File: src/rtl/onc_16_boot_loader.sv
// -----------------------------------------------------------------------------
// onc_16_boot_loader
//
// Purpose:
//   Loads a program image into the onc_16 instruction memory and releases the
//   core from reset once the image checks out. The image arrives as a byte
//   stream (valid/ready):
//     LEN_H, LEN_L            word count N, big-endian
//     N x (HI, LO)            instruction words, big-endian
//     SUM                     sum mod 256 of every preceding byte
//   Each word goes out on the memory write port as a one-cycle imem_we pulse,
//   on the cycle after its LO byte is accepted. On a good checksum the core
//   is released (cpu_n_rst=1, done=1). On an oversized length or a bad
//   checksum the loader parks in an error state (err=1, core held in reset,
//   input blocked). A reload pulse restarts loading from any state.
//
// Ports:
//   clock       system clock, rising edge
//   n_rst       asynchronous active-low reset
//   in_data     image byte
//   in_valid    in_data valid
//   in_ready    loader can accept a byte (decoded from state)
//   reload      one-cycle pulse: restart loading, abort any image in flight
//   imem_we     instruction memory write enable, one cycle per word
//   imem_waddr  word address of the write
//   imem_wdata  instruction word being written
//   cpu_n_rst   active-low reset to onc_16, high only while running
//   done        image loaded and verified
//   err         image rejected (length or checksum)
//
// INST_W must be 16 (two bytes per word); DEPTH must be <= 2**ADDR_W.
// -----------------------------------------------------------------------------
module onc_16_boot_loader #(
    parameter int INST_W = 16,
    parameter int ADDR_W = 8,
    parameter int DEPTH  = 256
) (
    input  logic              clock,
    input  logic              n_rst,
    input  logic [7:0]        in_data,
    input  logic              in_valid,
    output logic              in_ready,
    input  logic              reload,
    output logic              imem_we,
    output logic [ADDR_W-1:0] imem_waddr,
    output logic [INST_W-1:0] imem_wdata,
    output logic              cpu_n_rst,
    output logic              done,
    output logic              err
);

    typedef enum logic [2:0] {
        S_LEN_H,
        S_LEN_L,
        S_HI,
        S_LO,
        S_SUM,
        S_RUN,
        S_ERR
    } state_t;

    // One extra bit so that a full image (N == DEPTH) counts up without wrap.
    localparam int CNT_W = ADDR_W + 1;

    state_t           state;
    state_t           state_nxt;
    logic [CNT_W-1:0] word_cnt;
    logic [7:0]       run_sum;
    logic [7:0]       hi_byte;
    logic [15:0]      len;        // word count N of the image being loaded
    logic [15:0]      len_in;     // N as it forms while LEN_L is on the bus
    logic             accept;
    logic             last_word;

    // A byte offered together with reload is dropped: reload wins.
    assign accept    = in_valid && in_ready && !reload;
    assign len_in    = {len[15:8], in_data};
    assign last_word = (32'(word_cnt) + 32'd1) == 32'(len);

    // -------------------------------------------------------------------------
    // State register
    // -------------------------------------------------------------------------
    // NOTE: every clocked process uses non-blocking assignments so all
    // registers update together from the values sampled at the same edge.
    always_ff @(posedge clock or negedge n_rst) begin
        if (!n_rst) begin
            state <= S_LEN_H;
        end else begin
            state <= state_nxt;
        end
    end

    // -------------------------------------------------------------------------
    // Next-state logic
    // -------------------------------------------------------------------------
    // NOTE: state_nxt gets a default before the case so that every path
    // assigns it and no latch is inferred.
    always_comb begin
        state_nxt = state;
        if (reload) begin
            state_nxt = S_LEN_H;
        end else if (accept) begin
            case (state)
                S_LEN_H: state_nxt = S_LEN_L;
                S_LEN_L: begin
                    if (32'(len_in) > 32'(DEPTH)) begin
                        state_nxt = S_ERR;
                    end else if (len_in == 16'd0) begin
                        state_nxt = S_SUM;
                    end else begin
                        state_nxt = S_HI;
                    end
                end
                S_HI:    state_nxt = S_LO;
                S_LO:    state_nxt = last_word ? S_SUM : S_HI;
                S_SUM:   state_nxt = (in_data == run_sum) ? S_RUN : S_ERR;
                default: state_nxt = state;
            endcase
        end
    end

    // -------------------------------------------------------------------------
    // Output logic
    // -------------------------------------------------------------------------
    always_comb begin
        in_ready = 1'b0;
        case (state)
            S_LEN_H, S_LEN_L, S_HI, S_LO, S_SUM: in_ready = 1'b1;
            default:                             in_ready = 1'b0;
        endcase
    end

    // -------------------------------------------------------------------------
    // Datapath and registered status
    // -------------------------------------------------------------------------
    // cpu_n_rst, done and err are registered from the next state rather than
    // decoded from the state bits, so the core's reset line cannot glitch
    // while the state register changes.
    always_ff @(posedge clock or negedge n_rst) begin
        if (!n_rst) begin
            word_cnt   <= '0;
            run_sum    <= '0;
            hi_byte    <= '0;
            len        <= '0;
            imem_we    <= 1'b0;
            imem_waddr <= '0;
            imem_wdata <= '0;
            cpu_n_rst  <= 1'b0;
            done       <= 1'b0;
            err        <= 1'b0;
        end else begin
            imem_we   <= 1'b0;
            cpu_n_rst <= (state_nxt == S_RUN);
            done      <= (state_nxt == S_RUN);
            err       <= (state_nxt == S_ERR);

            if (reload) begin
                word_cnt <= '0;
                run_sum  <= '0;
            end else if (accept) begin
                // The checksum byte itself is the only byte left out of the sum.
                if (state != S_SUM) begin
                    run_sum <= run_sum + in_data;
                end
                case (state)
                    S_LEN_H: len[15:8] <= in_data;
                    S_LEN_L: len[7:0]  <= in_data;
                    S_HI:    hi_byte   <= in_data;
                    S_LO: begin
                        imem_we    <= 1'b1;
                        imem_waddr <= word_cnt[ADDR_W-1:0];
                        imem_wdata <= INST_W'({hi_byte, in_data});
                        word_cnt   <= word_cnt + 1'b1;
                    end
                    default: ;
                endcase
            end
        end
    end

endmodule

File: config.mk
export PLATFORM = sky130hd
export DESIGN_NAME = onc_16_boot_loader
export DESIGN_NICKNAME = d
export VERILOG_FILES = /design/src/rtl/onc_16_boot_loader.sv
export SDC_FILE = /design/constraint.sdc
export NUM_CORES = 1
export LEC_CHECK = 0
export ABC_CLOCK_PERIOD_IN_PS = 2500
export CELL_PAD_IN_SITES_DETAIL_PLACEMENT = 0
export CELL_PAD_IN_SITES_GLOBAL_PLACEMENT = 1
export CORE_ASPECT_RATIO = 1.75
export CORE_MARGIN = 4
export CORE_UTILIZATION = 45
export DETAILED_ROUTE_END_ITERATION = 16
export GPL_ROUTABILITY_DRIVEN = 0
export GPL_TIMING_DRIVEN = 0
export PLACE_DENSITY = 0.89
export SLEW_MARGIN = 20
export SYNTH_ARGS = -nofsm -noshare
export SYNTH_HDL_FRONTEND = slang
export SYNTH_SLANG_ARGS = --single-unit
export TNS_END_PERCENT = 5
File: constraint.sdc
create_clock -name clock -period 2.5 [get_ports clock]
set_clock_uncertainty 0.15 [all_clocks]
set_input_delay 0.5 -clock clock [delete_from_list [all_inputs] [get_ports clock]]
set_output_delay 0.5 -clock clock [all_outputs]
set_load 0.1 [all_outputs]
==> flow_summary_export.csv <==
group,metric,value,unit
yosys,mappedNetlistArea,3480,um^2
route,wl,8.03,mm
floorplan,floorplan.rows,42,
worst_setup_path,cp_max_fo,3,
worst_setup_path,crit_path_frequent_cell,"sky130_fd_sc_hd__or4_4",
floorplan,start_util,45.9,%
yosys,yosys.area.top_type_share,51.1,%
timing,finalCriticalPeriod,2.49,ns
finish,sequential_cell_area,1780,um^2
worst_setup_path,timing.critical_path.required,2.60,ns
clocking,ctsRootBufferMaster,"sky130_fd_sc_hd__clkbuf_16",
clocking,numCtsBuffers,9,
finish,most_frequent_cells_in_the_layout,"sky130_fd_sc_hd__dfrtp_1, sky130_fd_sc_hd__mux2_2, sky130_fd_sc_hd__nand2_1, sky130_fd_sc_hd__dlymetal6s2s_1, sky130_fd_sc_hd__a21oi_1",
clocking,clk_transition_reported_paths,0.05,ns
min_path,timing.hold.worst.class,"flip-flop to flip-flop",
floorplan,design.die.area,9250,um^2
yosys,synth_enable_flop_cells,0,
route,initialDrtViolationCount,110,
power,power_per_cell_area,901,nW/um^2
clocking,cts-root-to-sink-buffers,2,
timing,finalHoldViolations,0,
global_routing,first_global_vias,2641,
route,drt_first_pass_iters,6,
finish,area_growth,28.8,%
timing,clock.fmax,0.402,GHz
timing,setup_repair_after_global_routing_missed_its_margin,"true",
global_routing,global_route.overflow_total,0,
route,detail_route.drc_violations,0,
route,drt.antenna.violating_nets,0,
power,worst_vdd_rail_ir_drop,0.669,mV
yosys,post_synth_main_area_contributors,"sky130_fd_sc_hd__dfrtp_1, sky130_fd_sc_hd__mux2_2, sky130_fd_sc_hd__mux2_1, sky130_fd_sc_hd__ha_1, sky130_fd_sc_hd__xor2_1",
power,fin_total_pwr,4.04,mW
clocking,cts_tree,"done",
worst_setup_path,worstPathArrival,2.59,ns
worst_setup_path,crit_path_end_kind,"flip-flop",
global_routing,largest_net_degree_at_the_start_of_global_routing,46,
finish,postLayoutCellArea,4480,um^2
place,dpl_cell_area,4000,um^2
floorplan,chipWidth,74.5,um
timing,maxSlewHeadroom,33.7,%
finish,finish.net_count,376,
floorplan,core_area,7570,um^2
finish,multi_input_comb_area,1680,um^2
yosys,async_reset_ff_share,100,%
global_routing,grt_antenna_before_repair,0,
place,portBuffers,38,
yosys,synth_top_area_cell,"sky130_fd_sc_hd__dfrtp_1",
place,detailedPlacementHpwl,5.68,mm
finish,layout-drive-gt1-share,25.3,%
clocking,htreeDepth,3,
flow_run,number_of_maximum_capacitance_violations,0,
worst_setup_path,timing.setup.critical_path_class,"flip-flop to flip-flop",
global_routing,grt_first_pass_wirelength,13.3,mm
clocking,clock_insertion_delay_at_the_later_pin_of_the_skew_report,0.33,ns
power,p_leak,2.22,nW
yosys,seq_area_frac_synth,51.1,%
finish,finish.cell_count_without_fillers,447,
floorplan,design.portCount,41,
timing,final_min_period_over_clock_period,99.5,%
finish,fillCellCount,642,
timing,final_max_slew_viol_count,0,
global_routing,groute.usage.overall,19.0,%
outcome,status,"complete, no violations",
place,place_inst,426,
yosys,synth-main-ff-cell,"sky130_fd_sc_hd__dfrtp_1",
yosys,post_synth_inst_count,299,
finish,num_antenna_cells,0,
floorplan,chipHeight,124,um
worst_setup_path,setup.worst_path.start_class,"flip-flop",
route,routed_via_density,5.76,
yosys,synth_cell_types,52,
clocking,cts_num_sinks,71,
yosys,synth.avg_cell_area,11.6,um^2
worst_setup_path,critical_path.max_stage_delay,0.54,ns
yosys,synth_fp_nets,320,
route,wl_per_cell,18.0,um
yosys,ys_seq_elements,71,
route,vias,2574,
worst_setup_path,cpMaxStageDelayCell,"sky130_fd_sc_hd__or4_4",
yosys,ys.warnings.count,0,
worst_setup_path,crit_chain,"or4_4 > or4_4 > a211oi_4 > o2111ai_1 > o21ai_2 > nor3b_2",
finish,layout_commonest_cell,"sky130_fd_sc_hd__dfrtp_1",
timing,report.final.setup_viol,0,
timing,worst_slew_pin_slew,0.992,ns
-- metal layers --
metal	track usage [%]	up-vias	part of all wire, %	wire length, um
met3	3.88	27	4.1	330
met4	10.8	0	4.6	368
met1	21.0	1273	35	2830
met2	32.4	78	56	4500
li1	-	1196	-	-
met5	0	-	0	0
-- sequential cells by signal (all words and copies together), names as in the netlist --
| name | count |
|---|---|
| len | 16 |
| word_cnt | 9 |
| imem_wdata | 16 |
| imem_waddr | 8 |
| run_sum | 8 |
| hi_byte | 8 |
| done | 1 |
| state | 3 |
| imem_we | 1 |
| err | 1 |
-- timing repair --
item	CTS	global route
endpoints found under the setup margin	28	31
setup buffers	0	5
resized for setup	20	22
hold buffers	1	0
pin swaps	0	1
hold endpoints to repair	26	0
-- worst max-delay path: cells and delay by family (launching register included) --
kind	cells	cell delay [ns]
and+or+nand+nor	3	1.26
DFF	1	0.37
AOI/OAI and AO/OA	3	0.63
-- synthesized netlist by cell type, drive strengths merged, types with 2 or more instances --
cell and instances:
dfrtp 71, mux2 48, nand2 19, a21oi 16, o21ai 13, nor2 12
clkbuf 11, xor2 10, buf 8, ha 8, or3 8, xnor2 7
nand3 6, nor3 6, nand4 5, nor3b 4, nor4 4, a211oi 3
inv 3, nor2b 3, o21bai 3, or4 3, a31o 2, a31oi 2
and3 2, nand3b 2, o2111ai 2, o211ai 2, o311ai 2
-- power breakdown --
part | internal, mW | switching [mW]
combinational | 0.392 | 0.735
clock | 0.926 | 0.467
sequential | 1.38 | 0.139
-- stage by stage --
step / hold WS (ns) / util, % / TNS [ns] / setup WS, ns
2_1_floorplan: 0.0544 / - / 0 / 0.228
6_report: 0.337 / 59.2 / 0 / 0.0129
3_5_place_dp: 0.296 / 52.8 / -18.78 / -0.594
5_1_grt: 0.363 / 59.2 / -0.0241 / -0.0239
4_1_cts: 0.343 / 57.8 / -0.000425 / -0.000425
3_3_place_gp: 0.318 / 52.5 / -131.02 / -1.60
-- cell type report --
class                   instances  area share [%]
flip-flops and latches         71            39.7
multi-input cells             206            37.5
repair buffers                 45            10.7
clock buffers                  11            5.64
well taps                      88            2.46
plain buffers                  19            1.96
clock inverters                 4            1.73
inverters                       3           0.251
-- worst paths after layout --
path	start	depth (start not counted)	end	slack (ns)
min in group asynchronous	n_rst	2	state[1]	0.48
hold / removal	hi_byte[4]	1	hi_byte[4]	0.34
hold reg to reg	hi_byte[4]	1	hi_byte[4]	0.34
setup / recovery	len[10]	6	err	0.01
setup reg to reg	len[10]	6	err	0.01
max in group asynchronous	n_rst	3	hi_byte[2]	1.18
-- cell families after synthesis --
kind of cell	synth area share, %
AND/OR/NAND/NOR	13.1
flip-flops	51.1
AO/OA/AOI/OAI	9.50
multiplexers	15.8
buffers and inverters	2.70
XOR/XNOR	4.28
adder cells (fa/ha/maj)	3.45
No activity file was read; power rests on OpenSTA's default activity.
